**src/rtl/common_pkg.sv**
```systemverilog
// Shared constants for the PET CPU address map.
// CPU_ADDR_WIDTH sets the CPU address bus width. The remaining constants mark
// the region boundaries used by the address decoder.
package common_pkg;

  localparam int CPU_ADDR_WIDTH = 16;

  localparam logic [CPU_ADDR_WIDTH-1:0] RAM_TOP      = 16'h7FFF;
  localparam logic [CPU_ADDR_WIDTH-1:0] VRAM_BASE    = 16'h8000;
  localparam logic [CPU_ADDR_WIDTH-1:0] SID_BASE     = 16'h8F00;
  localparam logic [CPU_ADDR_WIDTH-1:0] ROM_BASE     = 16'h9000;
  localparam logic [CPU_ADDR_WIDTH-1:0] IO_BASE      = 16'hE800;
  localparam logic [CPU_ADDR_WIDTH-1:0] IO_TOP       = 16'hE8FF;
  localparam logic [CPU_ADDR_WIDTH-1:0] KERNAL_BASE  = 16'hF000;
  localparam logic [CPU_ADDR_WIDTH-1:0] CFG_REG_ADDR = 16'hFFF0;

  // Low-byte offsets inside the I/O page ($E8xx): upper bound (exclusive)
  // of each device window.
  localparam logic [7:0] MAGIC_END = 8'h10;
  localparam logic [7:0] PIA1_END  = 8'h20;
  localparam logic [7:0] PIA2_END  = 8'h40;
  localparam logic [7:0] VIA_END   = 8'h80;

  // Configuration register bit positions.
  localparam int CFG_SID_DIS = 0;
  localparam int CFG_UNMAP_RAM = 1;

endpackage

```
**src/rtl/address_decoding.sv**
```systemverilog
// PET CPU address decoder.
// Decodes the CPU address into exactly one target enable (RAM/ROM, magic
// register, PIA1, PIA2, VIA, CRTC, SID) plus region flags (io, vram, rom).
// All decode outputs are combinational from cpu_addr_i and the write-only
// configuration register cfg, which the CPU writes at CFG_REG_ADDR.
// Ports:
//   sys_clock_i, sys_reset_i   clock, synchronous active-high reset
//   cpu_be_i, cpu_wr_strobe_i  bus ownership and write strobe
//   cpu_data_i, cpu_addr_i     CPU write data and address
//   *_en_o                     one-hot target selects; io_en_o = pia1|pia2|via
//   is_vram_o, is_rom_o        display-RAM and read-only flags
module address_decoding
  import common_pkg::*;
(
  input  logic                      sys_clock_i,
  input  logic                      sys_reset_i,
  input  logic                      cpu_be_i,
  input  logic                      cpu_wr_strobe_i,
  input  logic [7:0]                cpu_data_i,
  input  logic [CPU_ADDR_WIDTH-1:0] cpu_addr_i,
  output logic                      ram_en_o,
  output logic                      magic_en_o,
  output logic                      pia1_en_o,
  output logic                      pia2_en_o,
  output logic                      via_en_o,
  output logic                      crtc_en_o,
  output logic                      sid_en_o,
  output logic                      io_en_o,
  output logic                      is_vram_o,
  output logic                      is_rom_o
);

  logic [7:0] cfg;
  logic       cfg_wr;

  assign cfg_wr = cpu_be_i && cpu_wr_strobe_i && (cpu_addr_i == CFG_REG_ADDR);

  // Reset wins over a write on the same edge.
  always_ff @(posedge sys_clock_i) begin
    if (sys_reset_i) begin
      cfg <= 8'h00;
    end else if (cfg_wr) begin
      cfg <= cpu_data_i;
    end
  end

  // Priority chain on ascending region boundaries. cfg bits are only
  // consulted inside the two regions they modify, so the reset decode never
  // depends on anything but the address.
  always_comb begin
    ram_en_o   = 1'b0;
    magic_en_o = 1'b0;
    pia1_en_o  = 1'b0;
    pia2_en_o  = 1'b0;
    via_en_o   = 1'b0;
    crtc_en_o  = 1'b0;
    sid_en_o   = 1'b0;
    is_vram_o  = 1'b0;
    is_rom_o   = 1'b0;
    if (cpu_addr_i <= RAM_TOP) begin
      ram_en_o = 1'b1;
    end else if (cpu_addr_i < SID_BASE) begin
      ram_en_o  = 1'b1;
      is_vram_o = 1'b1;
    end else if (cpu_addr_i < ROM_BASE) begin
      if (cfg[CFG_SID_DIS]) begin
        ram_en_o  = 1'b1;
        is_vram_o = 1'b1;
      end else begin
        sid_en_o = 1'b1;
      end
    end else if (cpu_addr_i < IO_BASE) begin
      ram_en_o = 1'b1;
      is_rom_o = 1'b1;
    end else if (cpu_addr_i <= IO_TOP) begin
      if (cpu_addr_i[7:0] < MAGIC_END) begin
        magic_en_o = 1'b1;
      end else if (cpu_addr_i[7:0] < PIA1_END) begin
        pia1_en_o = 1'b1;
      end else if (cpu_addr_i[7:0] < PIA2_END) begin
        pia2_en_o = 1'b1;
      end else if (cpu_addr_i[7:0] < VIA_END) begin
        via_en_o = 1'b1;
      end else begin
        crtc_en_o = 1'b1;
      end
    end else if (cpu_addr_i < KERNAL_BASE) begin
      // Unmapped hole above the I/O page: ROM unless remapped as RAM.
      ram_en_o = 1'b1;
      is_rom_o = !cfg[CFG_UNMAP_RAM];
    end else begin
      ram_en_o = 1'b1;
      is_rom_o = 1'b1;
    end
  end

  assign io_en_o = pia1_en_o | pia2_en_o | via_en_o;

endmodule

```
**config.mk**
```make
export PLATFORM = sky130hd
export DESIGN_NAME = address_decoding
export DESIGN_NICKNAME = d
export VERILOG_FILES = /design/src/rtl/common_pkg.sv /design/src/rtl/address_decoding.sv
export SDC_FILE = /design/constraint.sdc
export NUM_CORES = 1
export LEC_CHECK = 0
export CELL_PAD_IN_SITES_DETAIL_PLACEMENT = 1
export CELL_PAD_IN_SITES_GLOBAL_PLACEMENT = 1
export CORE_MARGIN = 5
export CORE_UTILIZATION = 13
export CTS_CLUSTER_SIZE = 30
export DETAILED_ROUTE_END_ITERATION = 6
export PLACE_DENSITY = 0.82
export SLEW_MARGIN = 20
export SYNTH_ARGS = -nofsm -noshare
export SYNTH_HDL_FRONTEND = slang
export SYNTH_SLANG_ARGS = --single-unit
export TNS_END_PERCENT = 5
```
**constraint.sdc**
```tcl
create_clock -name sys_clock_i -period 1.5 [get_ports sys_clock_i]
set_input_delay 0.15 -clock sys_clock_i [delete_from_list [all_inputs] [get_ports sys_clock_i]]
set_output_delay 0.15 -clock sys_clock_i [all_outputs]
set_load 0.01 [all_outputs]
```
Yosys cells after proc, flatten, opt, wreduce, memory -nomap -nowiden
Index checks and enable logic that the tools add are counted.
{ "op_classes": {"n_lt_le_gt_ge": 10, "n_eq_ne": 1, "n_mux": 58, "bitwise": 2, "n_reduce_logical": 3} }
{ "op_table": {"columns": ["cell", "n"], "rows": [
  ["16-bit less-than comparator (second input constant)", 4],
  ["1-bit two-way mux", 58],
  ["16-bit == test (second input constant)", 1],
  ["16-bit by 15-bit less-or-equal comparator with 1-bit output (second input constant)", 1],
  ["16-bit less-or-equal comparator (second input constant)", 1],
  ["8-bit by 5-bit less-than comparator with 1-bit output (second input constant)", 1],
  ["8-bit by 6-bit less-than comparator with 1-bit output (second input constant)", 1],
  ["8-bit by 7-bit less-than comparator with 1-bit output (second input constant)", 1],
  ["8-bit less-than comparator (second input constant)", 1],
  ["1-bit logical AND", 2],
  ["1-bit OR", 2],
  ["1-bit zero test", 1]
]} }
{ "totals": {"regBits": 2, "out_inout_bits": 10} }

Longest topological paths before layout
Gate-level depths: netlist of run 1.
{ "logic_depth": {"word_depth": 11, "depth_mapped": 4, "depth_no_buf": 4} }

Least setup slack after synthesis of run 1
Ideal clock, no wire load.
{ "synth_timing": {"kind": "input to output", "start": "input cpu_addr_i[12]", "end": "output ram_en_o", "arrival_time_ns": 1.190, "setup_slack_ns": 0.160, "cell_stages": 3, "path_buffers": 0, "path_cell_list": "o31a_1 nor4b_1 nor2_1"} }
{ "synth_between": {"elab_chain_cells": 6, "elab_cells_between_ends": 10} }
{ "synth_rtl": {"columns": ["element", "line", "source"], "rows": [
  ["start: declaration", "address_decoding.sv:20", "input logic [CPU_ADDR_WIDTH-1:0] cpu_addr_i,"],
  ["16-bit less-or-equal comparator", "address_decoding.sv:75", "end else if (cpu_addr_i <= IO_TOP) begin"],
  ["1-bit two-way mux", "address_decoding.sv:75", null],
  ["1-bit two-way mux", "address_decoding.sv:72", "end else if (cpu_addr_i < IO_BASE) begin"],
  ["1-bit two-way mux", "address_decoding.sv:65", "end else if (cpu_addr_i < ROM_BASE) begin"],
  ["1-bit two-way mux", "address_decoding.sv:62", "end else if (cpu_addr_i < SID_BASE) begin"],
  ["1-bit two-way mux (*)", "address_decoding.sv:60", "if (cpu_addr_i <= RAM_TOP) begin"],
  ["end: declaration", "address_decoding.sv:21", "output logic ram_en_o,"]
]} }
Mark *: on every way between the ends. The rest lies on a longest branch, timed or not.

Worst setup path after layout of run 1
{ "layout_timing": {"start": "input cpu_addr_i[9]", "end": "output magic_en_o"} }
{ "layout_between": {"elab_chain_cells": 6, "elab_cells_between_ends": 10} }
{ "layout_rtl": {"columns": ["element", "line", "source"], "rows": [
  ["16-bit less-or-equal comparator", "address_decoding.sv:75", null],
  ["1-bit two-way mux", "address_decoding.sv:75", null],
  ["1-bit two-way mux", "address_decoding.sv:72", null],
  ["1-bit two-way mux", "address_decoding.sv:65", null],
  ["1-bit two-way mux", "address_decoding.sv:62", null],
  ["1-bit two-way mux (*)", "address_decoding.sv:60", null],
  ["end: declaration", "address_decoding.sv:22", "output logic magic_en_o,"]
]} }
Marked as above.

==> flow_metrics.env, run 1 <==
export IMPL_status="complete, no violations"
export IMPL_synth_async_reset_ratio_pct=0
export IMPL_leakage_nw=0.3150
export IMPL_max_freq_mhz=689.2
export IMPL_hold_viol=0
export IMPL_min_period_over_period_pct=96.73
export IMPL_switching_power_uw=70.83
export IMPL_cts_made_buffers=3
export IMPL_holdWs_ns=0.4977
export IMPL_largest_register="cfg"
export IMPL_drive_gt1_share_pct=46.43
export IMPL_fin_area_sq_um=711.9
export IMPL_initial_utilization_pct=13.60
export IMPL_synth_top_area_share_pct=15.17
export IMPL_ant_nets=0
export IMPL_cp_start_kind="input pin"
export IMPL_die_w_um=55.07
export IMPL_critPathKind="input pin to primary output"
export IMPL_largest_reg_flops=2
export IMPL_cts_tree="yes"
export IMPL_pre_cts_ws_ns=-0.7993
export IMPL_fin_crit_ns=1.451
export IMPL_routedWlPerCell_um=13.48
export IMPL_gp_congestion=0.8077
export IMPL_antennaDiodeCount=0
export IMPL_drc_errors=0
export IMPL_drv_slew=0
export IMPL_clk_pin_slew_ns=0.03
export IMPL_cts_path_max_buffers=2
export IMPL_synth_common_cells="nand2b_1 (5), nor2_1 (5)"
export IMPL_grt_max_degree=7
export IMPL_required_ns=1.35
export IMPL_wl_um=1496
export IMPL_yosysSeqAreaShare_pct=15.17
export IMPL_synth_distinct_cells=22
export IMPL_fp_coreArea_sq_mm=0.001942
export IMPL_peakVddDrop_uv=196.0
export IMPL_fin_nets=114
export IMPL_grt_total_usage_pct=10.27
export IMPL_synth_area_top_cells="dfxtp_1 (15%), nand2b_1 (12%), mux2i_1 (7.6%)"
export IMPL_largestRegisters="cfg x2"
export IMPL_htree_levels=1
export IMPL_arrival_ns=1.30
export IMPL_fp_dieH_um=55.07
export IMPL_drtIter0Drc=4
export IMPL_setup_viol=0
export IMPL_fin_tns_setup_ns=0
export IMPL_synth_ff_type="dfxtp_1"
export IMPL_synth_area_sq_um=264.0
export IMPL_die_area_sq_mm=0.003032
export IMPL_hold_buffers=0
export IMPL_power_frac_comb_pct=39.8
export IMPL_yosys_register_bits=2
export IMPL_first_global_vias=529
export IMPL_fin_skew_ns=0
export IMPL_num_rows=16
export IMPL_netSwitchingFraction_pct=24.71
export IMPL_power_density_mw_per_mm2=402.6
export IMPL_cts_sinks=2
export IMPL_grt_setup_unrepaired="yes"
export IMPL_ioPinCount=38
export IMPL_worstSkewPairLatency_ns=0.22
export IMPL_seqPwrFrac_pct=18.7
export IMPL_avgSynthCellArea_sq_um=7.333
export IMPL_ys_warn_count=0
export IMPL_drt_first_pass_iters=2
export IMPL_port_buffers=31
export IMPL_mappedNetlistNets=64
export IMPL_worst_slack_ns=0.04909
export IMPL_cp_end_kind="primary output"
export IMPL_overflow=0
export IMPL_synth_edf_count=0
export IMPL_synthToLayoutAreaGrowth_pct=169.7
export IMPL_synth_top_area_cell="dfxtp_1"
export IMPL_grt_pass1_wl_um=2208
export IMPL_syn_inst=36
export IMPL_worst_slew_pin_slew_ns=0.2785
export IMPL_critPathMaxFanout=4
export IMPL_p_int_uw=215.8
export IMPL_num_vias=468
export IMPL_hold_class="input pin to register"
export IMPL_clkPwrFrac_pct=41.5
export IMPL_viasPerCell=4.216
export IMPL_max_cap_violations=0
export IMPL_antenna_found_initial=0
export IMPL_dpl_cell_area_sq_um=683.2
export IMPL_cts_root_buf="clkbuf_4"
export IMPL_relSlewSlack_pct=81.39
==> per-stage QoR <==
stage	util, %	total power, mW	cells
6_report	36.66	0.2866	111
5_1_grt	36.66	0.3034	111
4_1_cts	35.63	0.2906	108
3_5_place_dp	35.18	0.1667	104
3_3_place_gp	35.18	0.1641	104
2_1_floorplan	-	0.07730	36
==> final cells by class <==
class,count,area (sq um)
Inverter,1,3.754
Clock buffer,3,22.52
Sequential cell,2,40.04
Fill cell,253,1230
Timing Repair Buffer,45,355.3
Tap cell,27,33.78
Multi-Input combinational cell,33,256.5
==> critical path, stage by stage <==
cell and delay [ns]:
buf_6 0.09, or3_4 0.39, nor3_4 0.17, nand3b_1 0.15, nor3b_2 0.19, buf_2 0.15
==> logic make-up after synthesis <==
family / synth area share, %
AO/OA/AOI/OAI: 10.42
AND/OR/NAND/NOR: 65.41
flip-flops: 15.17
multiplexers: 7.583
buffers and inverters: 1.420
==> power by group through the flow <==
stage                     clock network (mW)  registers, mW  logic [mW]
after floorplan                            0         0.0543      0.0230
after global placement                     0         0.0543       0.110
after detailed placement                   0         0.0543       0.112
after CTS                              0.128         0.0536       0.109
after global routing                   0.127         0.0536       0.123
final                                  0.119         0.0536       0.114
==> cells in the final DEF, fill, tap and decap left out <==
cell and count:
or3_4 1, dlygate4sd2_1 5, nand2_1 1, dfxtp_1 2, o31a_1 2, buf_4 13
nor2_1 5, or2b_1 1, mux2i_1 2, nor3_4 1, buf_6 3, nand3_1 1
nor4b_2 1, nand3_2 1, clkbuf_2 1, nor4_2 1, and2_1 1, nand4_1 2
nand4b_1 1, clkdlybuf4s15_1 1, inv_1 1, nor3b_2 2, clkdlybuf4s50_1 11, buf_2 11
clkbuf_4 3, nand3b_1 1, nor2b_1 1, o21ai_0 1, a21oi_1 1, nand2b_1 5
or4_4 1
==> path summary, 6_finish.rpt <==
path,startpoint,endpoint,slack (ns),cells after the start
max reg2reg,cfg[0],cfg[0],0.78,3
min,cpu_addr_i[12],cfg[0],0.50,5
min reg2reg,cfg[1],cfg[1],0.52,2
max,cpu_addr_i[9],magic_en_o,0.05,6
==> metal layers <==
layer / GRT usage (%) / share of wire (%) / vias to the layer above
met2: 20.47 / 55 / 20
li1: - / - / 233
met1: 9.105 / 35 / 213
met4: 6.073 / 1.7 / 0
met3: 2.413 / 7.8 / 2
met5: 0 / 0 / -
==> timing repair <==
action	4_1_cts	5_1_grt
setup endpoints to repair	12	8
endpoints found under the hold margin	0	0
buffers inserted	1	3
resized for setup	66	7
pin swaps	9	5
(Power assumes the default switching activity.)
==> run 2: changes to the inputs <==
MAX_ROUTING_LAYER = met4   (was default)
==> results of run 2 <==
No change in the layout: final DEF, timing and power equal those of run 1.
Among the figures that moved: final weighted congestion in routability-driven placement 0.8077 -> 0.8196; overall routing resource usage 10.27% -> 10.55%
==> RTL edit (config.mk and constraints of run 1) <==
Reset style: asynchronous (`sys_reset_i`), changed in one clocked block. Comments in the files are not updated.
--- a/src/rtl/address_decoding.sv
+++ b/src/rtl/address_decoding.sv
@@ -37,5 +37,5 @@
 
   // Reset wins over a write on the same edge.
-  always_ff @(posedge sys_clock_i) begin
+  always_ff @(posedge sys_clock_i or posedge sys_reset_i) begin
     if (sys_reset_i) begin
       cfg <= 8'h00;
Behaviour: differs if sys_reset_i is asserted again (counterexample within 4 cycles, from zero or initial values and one cycle with sys_reset_i high); with sys_reset_i held inactive, the same outputs for 10 cycles.
==> RTL edit against run 1 <==
  * The flow now finishes with violations (negative setup slack)
  * Clock skew is the same
  * Combinational power rose by 11%
  * Clock power is 6% lower
  * Area after synthesis is 4.7% higher
  * Synthesized cell count stayed put
  * Critical path depth unchanged
  * Final cell count is 0.90% higher
  * Setup slack got worse by 240 ps
  * Wire length rose by 8.2%
  * Power is 2.7% higher
  * Final area rose by 11%
  * Non-clock buffer count is 1 higher
  * Sequential cell count stayed put
  * Critical endpoint unchanged
  * Highest routed layer is now met3
==> RTL edit: results (changes against run 1) <==
metric	value	unit	change
status	complete, but fails checks		
failing checks	negative setup slack		
non-clock inverter count	4		+3
clock distribution power	0.000112	W	-6%
cell depth of the worst flop-to-flop path	1		-2
fin nets	115		+0.88%
Leak	0.3733	nW	+18%
global-route wire length before repair	2490	um	+13%
synthesized area per cell	7.681	sq um	+4.7%
Post-Route WL	1619	um	+8.2%
reg-to-reg slack, setup	740	ps	-40 ps
Synth area leaders	dfrtp_1 18%, mux2_2 8.1%, nor2_1 6.8%		
GPL Wtd Cong	0.7906		-2.1%
share of cells above drive strength 1	52.94	%	+6.5 points
total power	0.0002943	W	+2.7%
Clock buf/inv share	2.848	%	-0.32 points
hold_ws	100.8	ps	-396.8 ps
Main synth FF type	dfrtp_1		
dpl ws	-975.6	ps	-176.3 ps
total number of vias	469		+0.21%
post-placement cell area	724.4	sq um	+6.0%
fraction of registers with async set/reset	100.0	%	+100 points
HP Class	primary input to async pin		
H-tree levels	1		unchanged
setup TNS	-680.4	ps	-680.4 ps
#MultiIn Comb	30		-9.1%
GRT Overall Usage	10.04	%	-0.23 points
largest net degree at the start of global routing	6		-1
Buffers excl. clock	46		+2.2%
final setup vio count	6		+6
CP Launch Point	cpu_addr_i[10]		
Max VDD drop	0.0002683	V	+37%
CTS tree	done		
most frequent cells after synthesis	5 x nor2_1, 4 x inv_1		
Final non-clock buffer share	49.68	%	-0.23 points
Worst Tran Pin Value	228.5	ps	-49.93 ps
fill cell count	233		-7.9%
Crit Reg-Reg Endpoint	cfg[1]		
fraction of area in multi-input gates	34.97	%	-1.1 points
fin crit share	112.8	%	+16 points
internal power	0.0002206	W	+2.2%
setup slack after layout	-191.8	ps	-240.9 ps
1st-iter DRT viols	2		-2
Yosys cell types	24		+9.1%
Reg area	50.05	sq um	+25%
count leader, synth	nor2_1		
non-filler cells, final	112		+0.90%
RR Startpoint	cfg[1]		
Reg power frac	18.5	%	-0.2 points
post-synthesis sequential area ratio	18.10	%	+2.9 points
Design Area, Final	790.8	sq um	+11%
Worst Path Arrival	1540	ps	+240 ps
vias in the first global route	538		+1.7%
-- RTL edit: logic make-up after synthesis --
group	synth area share (%)
AND/OR/NAND/NOR	61.09
flip-flops	18.10
buffers and inverters	5.428
multiplexers	8.144
AO/OA/AOI/OAI	7.240
-- RTL edit: layer usage --
layer	vias to the layer above	GRT usage, %	wire length (um)
met3	0	3.248	76
met2	15	20.03	926
met4	0	3.390	0
li1	229	-	-
met5	-	0	0
met1	225	9.302	616
-- RTL edit: what timing repair did --
| item | in CTS | in global routing |
|---|---|---|
| pin swaps | 4 | 3 |
| hold buffers | 0 | 0 |
| setup endpoints to repair | 12 | 12 |
| gates resized for setup | 48 | 15 |
| setup buffers | 1 | 1 |
-- RTL edit: worst max-delay path, stage by stage --
cell and delay (ps):
buf_6 90, or3_4 380, or4_4 450, nand2b_4 170
nor3b_4 150, buf_2 150
